File: config.mk
export PLATFORM = sky130hd
export DESIGN_NAME = dispense_timer
export DESIGN_NICKNAME = d
export VERILOG_FILES = /design/src/rtl/coffee_pkg.sv /design/src/rtl/tick_gen.sv /design/src/rtl/dispense_timer.sv
export SDC_FILE = /design/constraint.sdc
export NUM_CORES = 1
export LEC_CHECK = 0
export ABC_CLOCK_PERIOD_IN_PS = 2000
export CELL_PAD_IN_SITES_DETAIL_PLACEMENT = 1
export CELL_PAD_IN_SITES_GLOBAL_PLACEMENT = 1
export CORE_MARGIN = 1
export CORE_UTILIZATION = 40
export DETAILED_ROUTE_END_ITERATION = 10
export PLACE_DENSITY_LB_ADDON = 0.1
export SKIP_LAST_GASP = 1
export SLEW_MARGIN = 10
export SYNTH_ARGS = -nofsm -noshare
export SYNTH_HDL_FRONTEND = slang
export SYNTH_SLANG_ARGS = --single-unit
File: constraint.sdc
create_clock -name clk -period 2 [get_ports clk]
set_input_delay 0.4 -clock clk [delete_from_list [all_inputs] [get_ports clk]]
set_output_delay 0.4 -clock clk [all_outputs]
set_load 0.005 [all_outputs]
File: src/rtl/coffee_pkg.sv
// Shared definitions for the coffee machine: ingredient codes, the
// dispense duration table and the dispense timer state encoding.
package coffee_pkg;

  // Width of the tick prescaler; covers TICK_DIV up to 2^26-1.
  localparam int PRESC_W = 26;

  typedef enum logic [2:0] {
    ING_WATER     = 3'd0,
    ING_COFFEE    = 3'd1,
    ING_MILK      = 3'd2,
    ING_CHOCOLATE = 3'd3,
    ING_SUGAR     = 3'd4,
    ING_CREAM     = 3'd5,
    ING_HEAT      = 3'd6,
    ING_NONE      = 3'd7
  } ing_e;

  typedef enum logic [1:0] {
    ST_IDLE = 2'd0,
    ST_RUN  = 2'd1,
    ST_DONE = 2'd2
  } timer_state_e;

  // Dispense duration in timer ticks for each ingredient code.
  function automatic logic [7:0] dispense_ticks(input logic [2:0] code);
    logic [7:0] ticks;
    case (ing_e'(code))
      ING_WATER:     ticks = 8'd8;
      ING_COFFEE:    ticks = 8'd6;
      ING_MILK:      ticks = 8'd5;
      ING_CHOCOLATE: ticks = 8'd4;
      ING_SUGAR:     ticks = 8'd2;
      ING_CREAM:     ticks = 8'd3;
      ING_HEAT:      ticks = 8'd10;
      default:       ticks = 8'd0;
    endcase
    return ticks;
  endfunction

endpackage

File: src/rtl/tick_gen.sv
// Prescaler: counts enabled clk cycles and flags every TICK_DIV-th one.
// tick is asserted combinationally during the cycle whose rising edge
// completes the period; clear has priority and restarts the period.
module tick_gen
  import coffee_pkg::*;
#(
  parameter int unsigned TICK_DIV = 50000000
) (
  input  logic clk,
  input  logic reset,
  input  logic enable,
  input  logic clear,
  output logic tick
);

  localparam logic [PRESC_W-1:0] TERM = PRESC_W'(TICK_DIV - 1);

  logic [PRESC_W-1:0] count_q;
  logic [PRESC_W-1:0] count_d;

  assign tick = enable && (count_q == TERM);

  // Next count: clear wins, otherwise advance and wrap while enabled.
  always_comb begin
    // NOTE: default first so every path assigns count_d and no latch is inferred.
    count_d = count_q;
    if (clear) begin
      count_d = '0;
    end else if (enable) begin
      count_d = (count_q == TERM) ? '0 : count_q + PRESC_W'(1);
    end
  end

  // Prescaler register with asynchronous active-low reset.
  always_ff @(posedge clk or negedge reset) begin
    // NOTE: non-blocking assignments so all flops update from pre-edge values.
    if (!reset) count_q <= '0;
    else        count_q <= count_d;
  end

endmodule

File: src/rtl/dispense_timer.sv
// Dispense timer: times one ingredient at a time for the recipe FSM,
// counting whole ticks down from the table duration and pulsing
// t_expired for one cycle at the end. All outputs are registered.
module dispense_timer
  import coffee_pkg::*;
#(
  parameter int unsigned TICK_DIV = 50000000
) (
  input  logic       clk,
  input  logic       reset,
  input  logic       start_timer,
  input  logic [2:0] ing_type,
  input  logic       pause,
  output logic       t_expired,
  output logic       busy,
  output logic [7:0] remaining,
  output logic [2:0] cur_ing
);

  timer_state_e state_q, state_d;
  logic [7:0]   remaining_q, remaining_d;
  logic [2:0]   cur_ing_q, cur_ing_d;
  logic         busy_q, busy_d;
  logic         t_expired_q, t_expired_d;

  logic [7:0]   start_ticks;
  logic         tick;
  logic         tick_en;
  logic         tick_clr;

  assign start_ticks = dispense_ticks(ing_type);

  // The prescaler only runs in RUN with pause low; a start (re)aligns it.
  assign tick_en  = (state_q == ST_RUN) && !pause;
  assign tick_clr = start_timer || (state_q != ST_RUN);

  tick_gen #(
    .TICK_DIV (TICK_DIV)
  ) u_tick_gen (
    .clk    (clk),
    .reset  (reset),
    .enable (tick_en),
    .clear  (tick_clr),
    .tick   (tick)
  );

  // Next-state and registered-output logic; start overrides every state.
  always_comb begin
    state_d     = state_q;
    remaining_d = remaining_q;
    cur_ing_d   = cur_ing_q;
    busy_d      = busy_q;
    t_expired_d = 1'b0;

    if (start_timer) begin
      cur_ing_d   = ing_type;
      remaining_d = start_ticks;
      if (start_ticks == 8'd0) begin
        state_d     = ST_DONE;
        busy_d      = 1'b0;
        t_expired_d = 1'b1;
      end else begin
        state_d = ST_RUN;
        busy_d  = 1'b1;
      end
    end else begin
      case (state_q)
        ST_IDLE: begin
          busy_d = 1'b0;
        end
        ST_RUN: begin
          if (tick && (remaining_q != 8'd0)) begin
            remaining_d = remaining_q - 8'd1;
            if (remaining_q == 8'd1) begin
              state_d     = ST_DONE;
              busy_d      = 1'b0;
              t_expired_d = 1'b1;
            end
          end
        end
        ST_DONE: begin
          state_d     = ST_IDLE;
          busy_d      = 1'b0;
          remaining_d = 8'd0;
        end
        default: begin
          state_d     = ST_IDLE;
          busy_d      = 1'b0;
          remaining_d = 8'd0;
        end
      endcase
    end
  end

  // State and output registers, cleared asynchronously by reset.
  always_ff @(posedge clk or negedge reset) begin
    if (!reset) begin
      state_q     <= ST_IDLE;
      remaining_q <= 8'd0;
      cur_ing_q   <= 3'd0;
      busy_q      <= 1'b0;
      t_expired_q <= 1'b0;
    end else begin
      state_q     <= state_d;
      remaining_q <= remaining_d;
      cur_ing_q   <= cur_ing_d;
      busy_q      <= busy_d;
      t_expired_q <= t_expired_d;
    end
  end

  assign t_expired = t_expired_q;
  assign busy      = busy_q;
  assign remaining = remaining_q;
  assign cur_ing   = cur_ing_q;

endmodule

==> results.ini, run 1 <==
[place]
dp.cells = 352
hpwl_mm = 4.49
pre_cts_ws_ns = -0.212
place_congestion = 0.791
place_area_mm2 = 0.00279
portBuffers = 19

[detailed_routing]
drtPass1Iterations = 4
route.detailed.drc = 0
viasPerCell = 5.50
wirelength_mm = 6.06
vias = 1991
drtAntennaViolNets = 0
wl_per_cell_um = 16.7
drt-initial-drc-count = 110

[finish]
num_antenna_cells = 0
fin_area_mm2 = 0.00295
drive_gt1_share_pct = 21.4
areaGrowthSynthToFinish_pct = 25.6
stdcell_count = 362
nets = 299

[cts]
cts_buffers = 5
cts_sinks = 41
root_buffer = clkbuf_8
tritoncts = done
worstSkewPairLatency_ns = 0.30
clk_pin_slew_ns = 0.09
cts_max_path_buffers = 2
cts-htree-levels = 2

[critical_path]
critPathCaptureType = flop
regToRegStartpoint = u_tick_gen.count_q[9]$_DFFE_PN0P_
cp_data_arrival_time_ns = 2.10
startpoint = pause
critPathRequiredTime_ns = 2.20
cp_max_fo = 4
critical_path_class = in2reg
critPathLaunchType = primary input

[yosys]
synth_top_area_share_pct = 43.8
synth.top_cells.by_area = dfrtp_1 44%, nor2_1 5.1%, xnor2_1 4.9%
synth-edff-count = 0
ys_ff_latch = 41
synth_top_area_cell = dfrtp_1
yosys_most_used_dff = dfrtp_1
avgSynthCellArea_um2 = 9.57
synth_area_mm2 = 0.00234
async_flop_share_pct = 100
syn_inst = 245
synth_cell_type_count = 49
yosysSeqAreaShare_pct = 43.8
syn-num-nets = 255
synth_warnings = 0

[global_routing]
antenna_found_initial = 0
grt_pass1_wl_mm = 10.4
grt_pass1_vias = 2075
overflow = 0
grt_use_total_pct = 21.7
grt_start_max_net_pins = 42

[sta]
slew_violations = 0
hold-worst-slack_ns = 0.156
period_share_pct = 94.9
hold_violations = 0
slew-limit-headroom_pct = 63.3
fin_skew_ns = 0.0102
min_period_ns = 1.90
setup_ws_ns = 0.103
rsz0062_at_grt = yes
setup_viol_count_final = 0
fmax_ghz = 0.527
worst_pin_slew_ns = 0.551

[worst_hold_path]
min_path_type = in2async

[floorplan]
io_pins = 20
dieWidth_um = 78.6
dieArea_mm2 = 0.00617
initial_core_util_pct = 42.1
die_y_um = 78.6
coreArea_mm2 = 0.00557
core.rowCount = 27

[power_and_ir_drop]
p_per_area_mw_per_mm2 = 618
leakagePower_nw = 1.22
vdd_ir_drop_max_uv = 315

[status]
outcome = complete, no violations

[job]
maxCapViolations = 0

==> state kept, by name, indices dropped and copies added (netlist names) <==
| register | count |
|---|---|
| busy | 1 |
| remaining | 8 |
| cur_ing | 3 |
| state_q | 2 |
| u_tick_gen.count_q | 26 |
| t_expired | 1 |
==> power breakdown <==
group          internal, W  switching (W)
logic             0.000114       0.000124
clock network     0.000407       0.000303
registers         0.000850      0.0000215
total              0.00137       0.000449
==> stage by stage <==
| step | total power (W) | setup TNS, ns | util, % |
|---|---|---|---|
| 5_1_grt | 0.00189 | -0.00703 | 52.8 |
| 4_1_cts | 0.00184 | 0 | 52.1 |
| 3_5_place_dp | 0.00112 | -2.90 | 50.0 |
| 6_report | 0.00182 | 0 | 52.8 |
| 3_3_place_gp | 0.00112 | -2.42 | 50.0 |
| 2_1_floorplan | 0.000990 | 0 | - |
==> cell type report <==
cell class / instances / area, µm²
clock buffer: 7 / 86.3
clock inverter: 1 / 30.0
fill: 656 / 2630
inverter: 7 / 26.3
multi-input combinational: 186 / 1270
sequential: 41 / 1030
tap: 72 / 90.1
timing repair buffer: 48 / 415
==> per-layer routing <==
metal	vias to the layer above	share of wire [%]	track usage, %
met4	0	1.2	6.11
met3	9	2.7	3.49
li1	963	-	-
met2	35	47	34.8
met5	-	0	0
met1	984	49	30.2
==> placed cells by master (no fill, tap or decap), types with 2 or more instances in the layout <==
master	n
o2bb2ai_1	3
or2_2	2
buf_4	28
dfrtp_1	39
o31ai_1	6
a21oi_1	5
ha_1	2
nand3_1	12
and4_1	2
nor4b_4	2
and2_1	2
nand2_1	18
nand3_4	2
nor4_1	3
or3_1	3
and3_1	6
nand4_1	11
inv_1	7
nor3b_1	2
mux2_2	3
nor3_1	9
xor2_1	12
a21o_1	2
o21ai_0	5
clkdlybuf4s50_1	18
clkbuf_8	6
nor2_1	32
and3_2	2
nand3_2	2
or4_1	4
dfrtp_2	2
o22ai_1	2
xnor2_1	13
==> critical path, cell delays in order <==
cell and delay, ns:
clkdlybuf4s50_1 0.45, nor4bb_1 0.15, buf_4 0.15, or3_1 0.37, nor4_1 0.36, xnor2_1 0.16, nor2_1 0.05
==> final timing paths <==
path / to / slack [ns] / cells after the start
worst max-delay path: u_tick_gen.count_q[24]$_DFFE_PN0P_ / 0.10 / 7
worst min-delay path: u_tick_gen.count_q[0]$_DFFE_PN0P_ / 0.16 / 2
worst max register to register: remaining[4]$_DFFE_PN0P_ / 0.11 / 6
worst min register to register: cur_ing[0]$_DFFE_PN0P_ / 0.52 / 1
max in group asynchronous: u_tick_gen.count_q[9]$_DFFE_PN0P_ / 1.42 / 2
min in group clk: cur_ing[0]$_DFFE_PN0P_ / 0.52 / 1
==> synth_stat cells, types with 2 or more instances <==
cell / count
and3_2: 2
dfrtp_1: 41
nand4_1: 11
or3_1: 3
and3_1: 6
a21o_1: 2
nand3_2: 2
o22ai_1: 2
or2_2: 2
nor2_1: 32
o21ai_0: 5
or4_1: 4
xnor2_1: 13
and2_1: 2
o2bb2ai_1: 3
inv_1: 7
nor3_1: 10
nand2_1: 18
ha_1: 3
xor2_1: 12
nand3_1: 13
a21oi_1: 5
mux2_2: 3
clkbuf_1: 9
and4_1: 2
nor3b_1: 2
nor4_1: 3
nor4b_4: 2
o31ai_1: 6
==> cell families after synthesis <==
kind of cell / Yosys count / share of synthesized area, %
and+or+nand+nor: 125 / 31.8
DFF: 41 / 43.8
AOI/OAI and AO/OA: 29 / 8.38
xor gates and xnor gates: 25 / 9.34
buffers and inverters: 18 / 3.25
muxes: 4 / 1.87
adders and majority gates: 3 / 1.60
==> what timing repair did <==
action                                  4_1_cts  5_1_grt
setup buffers                                 0        2
hold buffers                                  0        0
resized for setup                             0        7
endpoints found under the setup margin        0        5
Power figures use the tool's default switching activity.
==> run 2, diff against run 1 <==
==> constraint.sdc (replaced) <==
create_clock -name clk -period 2 [get_ports clk]
set_input_delay 0.2 -clock clk [delete_from_list [all_inputs] [get_ports clk]]
set_output_delay 0.2 -clock clk [all_outputs]
set_load 0.005 [all_outputs]
==> run 2 against run 1 <==
Total power down 8.1%. Sequential power about the same. Critical path depth down 2. Clock-buffer cell count unchanged. Clock skew down 0.00097 ns. Non-clock buffer count down 3. Worst hold slack better by 0.34 ns.
==> results.ini, run 2 (synthesis results as in run 1) <==
[cts]
cts_sinks = 41  ; unchanged
clk_pin_slew_ns = 0.08  ; about the same
tritoncts = done
cts_buffers = 5  ; unchanged
root_buffer = clkbuf_8
cts-htree-levels = 2  ; unchanged
cts_max_path_buffers = 2  ; unchanged
worstSkewPairLatency_ns = 0.30  ; about the same
post_cts_buffers = 0  ; unchanged

[job]
maxCapViolations = 0  ; unchanged

[floorplan]
dieArea_mm2 = 0.00617  ; unchanged
initial_core_util_pct = 42.1  ; unchanged
dieWidth_um = 78.6  ; unchanged
die_y_um = 78.6  ; unchanged
core.rowCount = 27  ; unchanged
coreArea_mm2 = 0.00557  ; unchanged
io_pins = 20  ; unchanged

[critical_path]
critical_path_class = reg2reg
regToRegStartpoint = u_tick_gen.count_q[8]$_DFFE_PN0P_
cp_data_arrival_time_ns = 2.19  ; +0.09 ns
cp_max_fo = 6  ; +2
critPathLaunchType = flop
ff2ff_path_depth = 5  ; -1
critPathCaptureType = flop
crit_slowest_cell = or4_1
max_stage_delay_ns = 0.49  ; +0.04 ns
r2r_setup_slack_ns = 0.02  ; -0.09 ns
r2r_end = remaining[5]$_DFFE_PN0P_
critPathRequiredTime_ns = 2.22  ; +0.02 ns
path_cells = nor4b_4 -> and4_4 -> nand3_2 -> or4_1 -> a21oi_1

[global_routing]
grt_pass1_vias = 2064  ; -0.53%
overflow = 0  ; unchanged
grt_pass1_wl_mm = 10.1  ; -2.1%
grt_use_total_pct = 21.4  ; -0.31 points
antenna_found_initial = 0  ; unchanged
grt_start_max_net_pins = 42  ; unchanged

[power_and_ir_drop]
finalPower_w = 0.00167  ; -8.1%
vdd_ir_drop_max_uv = 329  ; +4.6%
leakagePower_nw = 1.19  ; -2.2%
p_per_area_mw_per_mm2 = 578  ; -6.4%

[sta]
worst_pin_slew_ns = 0.536  ; -0.0153 ns
slew_violations = 0  ; unchanged
finalSetupTns_ns = 0  ; unchanged
rsz0062_at_grt = yes
slew-limit-headroom_pct = 64.3  ; +1.0 points
hold_violations = 0  ; unchanged
min_period_ns = 1.98  ; +0.0793 ns
setup_viol_count_final = 0  ; unchanged
period_share_pct = 98.8  ; +4.0 points
fin_skew_ns = 0.00919  ; -0.000971 ns
fmax_ghz = 0.506  ; -4.0%

[place]
place_congestion = 0.817  ; +3.2%
portBuffers = 19  ; unchanged
hpwl_mm = 4.43  ; -1.3%

[worst_hold_path]
min_path_type = in2async

[detailed_routing]
drtPass1Iterations = 4  ; unchanged
wirelength_mm = 5.99  ; -1.1%
viasPerCell = 5.53  ; +0.56%
wl_per_cell_um = 16.7  ; about the same
drtAntennaViolNets = 0  ; unchanged
vias = 1980  ; -0.55%
route.detailed.drc = 0  ; unchanged
drt-initial-drc-count = 58  ; -47%

[finish]
nets = 296  ; -1.0%
final_cell_mix = 39 x dfrtp_1, 32 x nor2_1, 24 x buf_4
top_register = u_tick_gen.count_q
drive_gt1_share_pct = 19.9  ; -1.4 points
largest_register_ffs = 26  ; unchanged
areaGrowthSynthToFinish_pct = 23.3
num_antenna_cells = 0  ; unchanged
fillers = 651  ; -0.76%
layout_commonest_cell = dfrtp_1

[status]
outcome = complete, no violations

## run 2: area by class of cell
type | count | area (µm²) | share of cell area, %
timing repair buffer | 45 | 395 | 13.7
tap | 72 | 90.1 | 3.12
inverter | 7 | 26.3 | 0.909
clock buffer | 7 | 86.3 | 2.99
sequential | 41 | 1030 | 35.6
multi-input combinational | 186 | 1260 | 43.7
## run 2: how the worst max path moves through the flow
stage | depth (start not counted) | from | slack, ns | endpoint
finish | 5 | u_tick_gen.count_q[8]$_DFFE_PN0P_ | 0.02 | remaining[5]$_DFFE_PN0P_
global route | 5 | u_tick_gen.count_q[8]$_DFFE_PN0P_ | -0.05 | remaining[5]$_DFFE_PN0P_
CTS | 5 | u_tick_gen.count_q[9]$_DFFE_PN0P_ | 0.003 | remaining[5]$_DFFE_PN0P_
detailed placement | 6 | pause | -0.05 | remaining[5]$_DFFE_PN0P_
global placement | 7 | pause | 0.03 | u_tick_gen.count_q[25]$_DFFE_PN0P_
floorplan | 7 | remaining[0]$_DFFE_PN0P_ | 0.21 | remaining[4]$_DFFE_PN0P_
## run 2: metal layers
metal | routed length (µm) | track usage (%)
met5 | 0 | 0
met4 | 64 | 6.11
met3 | 147 | 3.49
met2 | 2800 | 34.3
met1 | 2980 | 29.7
## run 2: what timing repair did
| action | 4_1_cts | 5_1_grt |
|---|---|---|
| setup endpoints to repair | 1 | 7 |
| hold endpoints to repair | 41 | 0 |
| hold buffers | 1 | 0 |
| gates resized for setup | 1 | 5 |
## run 2: report_power, final
group | switching [W] | internal (W) | leakage, nW
clock | 0.000288 | 0.000274 | 0.0443
combinational | 0.000124 | 0.000117 | 0.597
sequential | 0.0000197 | 0.000850 | 0.552
## run 2: metrics by stage
stage	instances	cell area (µm²)	worst slack, ns	hold slack (ns)	utilization [%]
after CTS	358	2870	0.00256	0.513	51.4
after detailed placement	350	2770	-0.0495	0.309	49.7
after global routing	358	2890	-0.0462	0.543	51.9
after floorplan	245	2340	0.211	-0.0956	-
final	358	2890	0.0233	0.495	51.9
after global placement	350	2770	0.0310	0.302	49.7
## run 2: worst max-delay path: cells and delay by family, from the launching register on
family           cells  cell delay, ns
AO/OA/AOI/OAI        1            0.19
flip-flops           1            0.46
AND/OR/NAND/NOR      4            1.25
